[src/rtl/regbank_pkg.sv]
// ---------------------------------------------------------------------------
// regbank_pkg
//   Shared types and defaults for the two-requester register bank arbiter.
//   - DATA_W_DEF / ADDR_W_DEF : default word width and address width
//   - state_t                 : arbiter FSM states (IDLE -> GRANT -> DONE)
//   - req_idx_t               : requester index (0 or 1)
//   - rr_winner()             : round-robin pick between two requesters
// ---------------------------------------------------------------------------
package regbank_pkg;

   localparam int DATA_W_DEF = 4;
   localparam int ADDR_W_DEF = 2;

   typedef enum logic [1:0] {
      ST_IDLE  = 2'd0,
      ST_GRANT = 2'd1,
      ST_DONE  = 2'd2
   } state_t;

   typedef logic req_idx_t;

   // On contention the requester that was not served last wins; a lone
   // requester always wins.
   function automatic req_idx_t rr_winner(input logic req0,
                                          input logic req1,
                                          input req_idx_t last_served);
      if (req0 && req1) begin
         return ~last_served;
      end else if (req0) begin
         return 1'b0;
      end else begin
         return 1'b1;
      end
   endfunction

endpackage

[src/rtl/reg_word.sv]
// ---------------------------------------------------------------------------
// reg_word
//   One DATA_W-bit storage word with load enable and asynchronous
//   active-low clear. One instance per bank address.
//   Ports:
//     clk   : clock, rising edge
//     rst_n : asynchronous active-low clear (word -> 0)
//     en    : load d on the next rising edge
//     d     : data to load
//     q     : stored word
// ---------------------------------------------------------------------------
module reg_word #(
   parameter int DATA_W = 4
) (
   input  logic              clk,
   input  logic              rst_n,
   input  logic              en,
   input  logic [DATA_W-1:0] d,
   output logic [DATA_W-1:0] q
);

   logic [DATA_W-1:0] word_q;
   logic [DATA_W-1:0] word_d;

   always_comb begin
      word_d = word_q;
      if (en) begin
         word_d = d;
      end
   end

   // NOTE: the bank is built from flops, not a RAM macro, so every word can
   // and must clear on reset; a RAM array would not be reset here.
   always_ff @(posedge clk or negedge rst_n) begin
      if (!rst_n) begin
         word_q <= '0;
      end else begin
         word_q <= word_d;
      end
   end

   assign q = word_q;

endmodule

[src/rtl/reg_bank_arbiter.sv]
// ---------------------------------------------------------------------------
// reg_bank_arbiter
//   Two requesters share a 2**ADDR_W x DATA_W register bank. A transaction
//   takes IDLE -> GRANT -> DONE: the winner is granted for one cycle, then
//   the access commits (write, or read into rdata) with a one-cycle ack.
//   Dropping req while granted aborts the transaction silently.
//   Ports:
//     c              : clock, rising edge
//     rst_n          : asynchronous active-low reset
//     req0/req1      : transaction request, held until ack
//     wr0/wr1        : 1 = write, 0 = read
//     addr0/addr1    : target register
//     wdata0/wdata1  : write data
//     gnt0/gnt1      : registered grant, one-hot or zero
//     ack0/ack1      : registered one-cycle completion pulse
//     rdata          : read result, holds its value outside ack cycles
//   Configuration:
//     ARB_FIXED_PRIO_EN defined   -> requester 0 always wins contention
//     ARB_FIXED_PRIO_EN undefined -> round-robin on contention
// ---------------------------------------------------------------------------
module reg_bank_arbiter
   import regbank_pkg::*;
#(
   parameter int DATA_W = DATA_W_DEF,
   parameter int ADDR_W = ADDR_W_DEF
) (
   input  logic              c,
   input  logic              rst_n,
   input  logic              req0,
   input  logic              req1,
   input  logic              wr0,
   input  logic              wr1,
   input  logic [ADDR_W-1:0] addr0,
   input  logic [ADDR_W-1:0] addr1,
   input  logic [DATA_W-1:0] wdata0,
   input  logic [DATA_W-1:0] wdata1,
   output logic              gnt0,
   output logic              gnt1,
   output logic              ack0,
   output logic              ack1,
   output logic [DATA_W-1:0] rdata
);

   localparam int DEPTH = 2 ** ADDR_W;

   state_t            state_q, state_d;
   logic              gnt0_q, gnt0_d;
   logic              gnt1_q, gnt1_d;
   logic              ack0_q, ack0_d;
   logic              ack1_q, ack1_d;
   logic [DATA_W-1:0] rdata_q, rdata_d;

   logic [DATA_W-1:0] word_q [DEPTH];

   // ---------------------------------------------------------------------
   // Granted requester and its sampled operands. In GRANT exactly one gnt
   // flop is set, so gnt1_q alone identifies the owner.
   // ---------------------------------------------------------------------
   req_idx_t          owner;
   logic              owner_req;
   logic              sel_wr;
   logic [ADDR_W-1:0] sel_addr;
   logic [DATA_W-1:0] sel_wdata;
   logic              commit;

   assign owner     = gnt1_q;
   assign owner_req = owner ? req1   : req0;
   assign sel_wr    = owner ? wr1    : wr0;
   assign sel_addr  = owner ? addr1  : addr0;
   assign sel_wdata = owner ? wdata1 : wdata0;
   assign commit    = (state_q == ST_GRANT) && owner_req;

   // ---------------------------------------------------------------------
   // Arbitration
   // ---------------------------------------------------------------------
   req_idx_t winner;

`ifdef ARB_FIXED_PRIO_EN
   assign winner = req0 ? 1'b0 : 1'b1;
`else
   // Index of the requester served by the most recent ack. Reset to 1 so
   // the first contention goes to requester 0.
   req_idx_t last_q, last_d;

   always_comb begin
      last_d = last_q;
      if (commit) begin
         last_d = owner;
      end
   end

   always_ff @(posedge c or negedge rst_n) begin
      if (!rst_n) begin
         last_q <= 1'b1;
      end else begin
         last_q <= last_d;
      end
   end

   assign winner = rr_winner(req0, req1, last_q);
`endif

   // ---------------------------------------------------------------------
   // FSM: state register
   // ---------------------------------------------------------------------
   // NOTE: sequential state uses non-blocking assignments so every flop
   // samples the pre-edge value of every other flop.
   always_ff @(posedge c or negedge rst_n) begin
      if (!rst_n) begin
         state_q <= ST_IDLE;
      end else begin
         state_q <= state_d;
      end
   end

   // ---------------------------------------------------------------------
   // FSM: next state. An abort in GRANT also returns straight to IDLE.
   // ---------------------------------------------------------------------
   // NOTE: every always_comb output gets a default first, so no path can
   // leave it unassigned and infer a latch.
   always_comb begin
      state_d = state_q;
      unique case (state_q)
         ST_IDLE:  if (req0 || req1) state_d = ST_GRANT;
         ST_GRANT: state_d = commit ? ST_DONE : ST_IDLE;
         ST_DONE:  state_d = ST_IDLE;
         default:  state_d = ST_IDLE;
      endcase
   end

   // ---------------------------------------------------------------------
   // FSM: outputs (next values of the registered gnt/ack/rdata)
   // ---------------------------------------------------------------------
   always_comb begin
      gnt0_d  = 1'b0;
      gnt1_d  = 1'b0;
      ack0_d  = 1'b0;
      ack1_d  = 1'b0;
      rdata_d = rdata_q;
      unique case (state_q)
         ST_IDLE: begin
            if (req0 || req1) begin
               gnt0_d = (winner == 1'b0);
               gnt1_d = (winner == 1'b1);
            end
         end
         ST_GRANT: begin
            if (commit) begin
               ack0_d = (owner == 1'b0);
               ack1_d = (owner == 1'b1);
               if (!sel_wr) begin
                  rdata_d = word_q[sel_addr];
               end
            end
         end
         default: ;
      endcase
   end

   always_ff @(posedge c or negedge rst_n) begin
      if (!rst_n) begin
         gnt0_q  <= 1'b0;
         gnt1_q  <= 1'b0;
         ack0_q  <= 1'b0;
         ack1_q  <= 1'b0;
         rdata_q <= '0;
      end else begin
         gnt0_q  <= gnt0_d;
         gnt1_q  <= gnt1_d;
         ack0_q  <= ack0_d;
         ack1_q  <= ack1_d;
         rdata_q <= rdata_d;
      end
   end

   // ---------------------------------------------------------------------
   // Register bank
   // ---------------------------------------------------------------------
   for (genvar i = 0; i < DEPTH; i++) begin : g_word
      reg_word #(
         .DATA_W (DATA_W)
      ) u_word (
         .clk   (c),
         .rst_n (rst_n),
         .en    (commit && sel_wr && (sel_addr == ADDR_W'(i))),
         .d     (sel_wdata),
         .q     (word_q[i])
      );
   end

   assign gnt0  = gnt0_q;
   assign gnt1  = gnt1_q;
   assign ack0  = ack0_q;
   assign ack1  = ack1_q;
   assign rdata = rdata_q;

endmodule

[config.mk]
export PLATFORM = sky130hd
export DESIGN_NAME = reg_bank_arbiter
export DESIGN_NICKNAME = d
export VERILOG_FILES = /design/src/rtl/regbank_pkg.sv /design/src/rtl/reg_word.sv /design/src/rtl/reg_bank_arbiter.sv
export SDC_FILE = /design/constraint.sdc
export NUM_CORES = 1
export LEC_CHECK = 0
export BUFFER_PORTS_ARGS = -buffer_cell sky130_fd_sc_hd__buf_4
export CAP_MARGIN = 20
export CORE_MARGIN = 2
export CORE_UTILIZATION = 56
export CTS_BUF_LIST = sky130_fd_sc_hd__clkbuf_4
export DETAILED_ROUTE_END_ITERATION = 8
export GPL_ROUTABILITY_DRIVEN = 0
export PLACE_DENSITY_LB_ADDON = 0.05
export SYNTH_ARGS = -nofsm -noshare
export SYNTH_HDL_FRONTEND = slang
export SYNTH_SLANG_ARGS = --single-unit
[constraint.sdc]
create_clock -name c -period 1.8 [get_ports c]
set_input_delay 0.09 -clock c [delete_from_list [all_inputs] [get_ports c]]
set_output_delay 0.09 -clock c [all_outputs]
set_load 0.05 [all_outputs]
==> results.txt <==
Max FO, Critical Path: 16
Fin Hold WS: 0.0600 ns
Area leader, netlist: dfrtp_1
Period utilization: 92.6%
H-Tree Depth: 1
Status: completed
Grt ovf: 0
Post-layout util: 71.5%
Share of layout cells above drive strength 1: 39.5%
WL/cell: 15.8 µm
FILL cells: 166
Max-cap violations: 0
CTS tree: yes
Dpl ws: 0.146 ns
Switching part of the total: 40.4%
Leak pwr: 0.715 nW
Min-Delay Path Class: input port to flip-flop
#FFs+latches synth: 27
Area of the multi-input gates: 574 µm²
Combinational power share: 44.2%
Final slew viol count: 0
DR vias/cell: 5.70
Reg area: 678 µm²
Worst slew pin tran: 0.362 ns
Drt drc: 0
Internal: 1.43 mW
Reg clk slew, reported paths: 0.14 ns
Final #Nets: 148
Die width: 51.6 µm
Cell count after synthesis: 96
Pre-antenna DRT Iters: 4
Syn_area_per_cell: 13.2 µm²
WL final: 2480 µm
CP arrival: 1.89 ns
Postcts setup bufs: 0
HPWL Detailed: 1920 µm
Power Total: 2.40 mW
Vias in the first global route: 854
Clock Sinks: 27
Register area share after synthesis: 53.5%
Site Rows: 17
Syn nets: 114
Final WS setup: 0.132 ns
Post-placement cell count: 152
Post-synthesis async set-or-reset flop share: 100%
Setup violations, final: 0
Netlist cell types: 26
Synth cell count leaders: dfrtp_1 (26), mux2_1 (16), a22oi_1 (8), nor2_1 (8), mux2_2 (6)
Core footprint: 2170 µm²
Clock latency on the worst-skew pair: 0.32 ns
M3 GR Usage: 3.45%
Area fraction of the dominant cell type after synthesis: 51.4%
Met1 Track Usage GR: 32.1%
Post-DP Area: 1510 µm²
Design area: 1550 µm²
Endpoint class of the critical path: flip-flop
Non-Filler Instances: 157
Critical Path RT: 2.03 ns
Syn. warnings: 0
Clk network pwr share: 10.8%
Setup_tns: 0 ns
Top FF cell, synth: dfrtp_1
Tot GR Track Use: 22.0%
Root buf cell: clkbuf_4
ANT nets after route: 0
Initial Util: 58.4%
Largest net degree at the start of global routing: 28
Shortest period the worst path allows: 1.67 ns
I/O pin cnt: 26
Initial antenna violation count: 0
RSZ-0062 raised after global routing: false
Area of the die: 2660 µm²
F_max: 600 MHz
Power density over the cells: 1550 nW/µm²
Crit Path Category: flip-flop to flip-flop
Chip height: 51.6 µm
Largest cells by area after synthesis: dfrtp_1 (51%), mux2_1 (14%), mux2_2 (5.3%)
EDFF count, synth: 0
Initial DRC count: 9
Layout area overhead: 22.4%
CTS Buf Count: 3
Port Buffers: 25
Sequential share of power: 45.0%
Most common cell in the synthesized netlist: dfrtp_1
Worst clock skew: 0.00849 ns
GRT busiest layer: met2
First-pass GRT wire length: 4210 µm
Worst Setup Start Kind: flip-flop
Net switching power: 0.969 mW
Slew margin rel.: 75.8%
Worst VDD drop: 0.00104 V
Ant diodes: 0
Met2 Resource Use GR: 33.8%
Hold Vio Cnt, Final: 0
CTS max path bufs: 2
Cell area after synthesis: 1270 µm²
Vias: 895
==> final cells by class <==
type                    instances  share of cell area (%)
clock inverters                 1                   0.323
flip-flops and latches         27                    43.7
clock buffers                   3                    1.45
multi-input cells              66                    37.0
well taps                      28                    2.26
repair buffers                 30                    14.7
inverters                       2                   0.484
==> power groups by stage <==
stage	clock, mW	combinational, mW	sequential [mW]
final	0.258	1.06	1.08
after global routing	0.283	1.14	1.12
after floorplan	0	0.531	1.27
after detailed placement	0	1.06	1.09
after CTS	0.264	1.07	1.08
after global placement	0	1.04	1.08
==> critical path, cell delays in order, from the launching register on <==
cell and delay, ns:
dfrtp_2 0.54, mux2_2 0.35, nand3b_4 0.14, nor2b_4 0.19
mux2_1 0.34
==> cells in the final DEF (no fill, tap or decap), types with 2 or more instances in the layout <==
cell	n
nor3_1	3
clkbuf_4	3
dfrtp_1	25
mux2_1	16
nand2_1	2
nor2b_4	3
buf_4	29
nand2b_1	3
inv_1	2
a31oi_1	4
nor2_1	8
mux2_2	6
a22oi_1	8
==> path summary, 6_finish.rpt <==
kind	from	slack (ns)	end	cells past startpoint
worst max-delay path	gnt1	0.13	g_word[2].u_word.q[3]	4
worst min-delay path	req1	0.06	ack1	3
worst max register to register	gnt1	0.13	g_word[2].u_word.q[3]	4
worst min register to register	state_q[1]	0.47	gnt0	1
max in group asynchronous	rst_n	1.30	last_q	2
min in group asynchronous	rst_n	0.20	g_word[3].u_word.q[1]	2
==> metal layers <==
metal	share of wire, %	vias to the layer above
met5	0	-
met4	0.89	0
met3	3.9	4
met2	47	25
met1	48	445
li1	-	421
==> registers in the layout (all words and copies together) (netlist names) <==
name	flops
last_q	1
gnt1	1
ack0	1
gnt0	1
g_word.u_word.q	16
state_q	2
rdata	4
ack1	1
==> what timing repair did <==
action | in CTS | in global routing
endpoints found under the hold margin | 27 | 0
hold buffers | 1 | 0
resized for setup | 0 | 0
==> logic make-up (layout without fill, tap and decap cells) <==
group / after synthesis / count (layout) / share of synthesized area (%)
DFF: 27 / 27 / 53.5
AOI/OAI and AO/OA: 19 / 19 / 11.6
buffers and inverters: 3 / 36 / 1.19
and+or+nand+nor: 25 / 25 / 14.2
muxes: 22 / 22 / 19.6
Note: power is estimated with default switching activity, not from simulation.
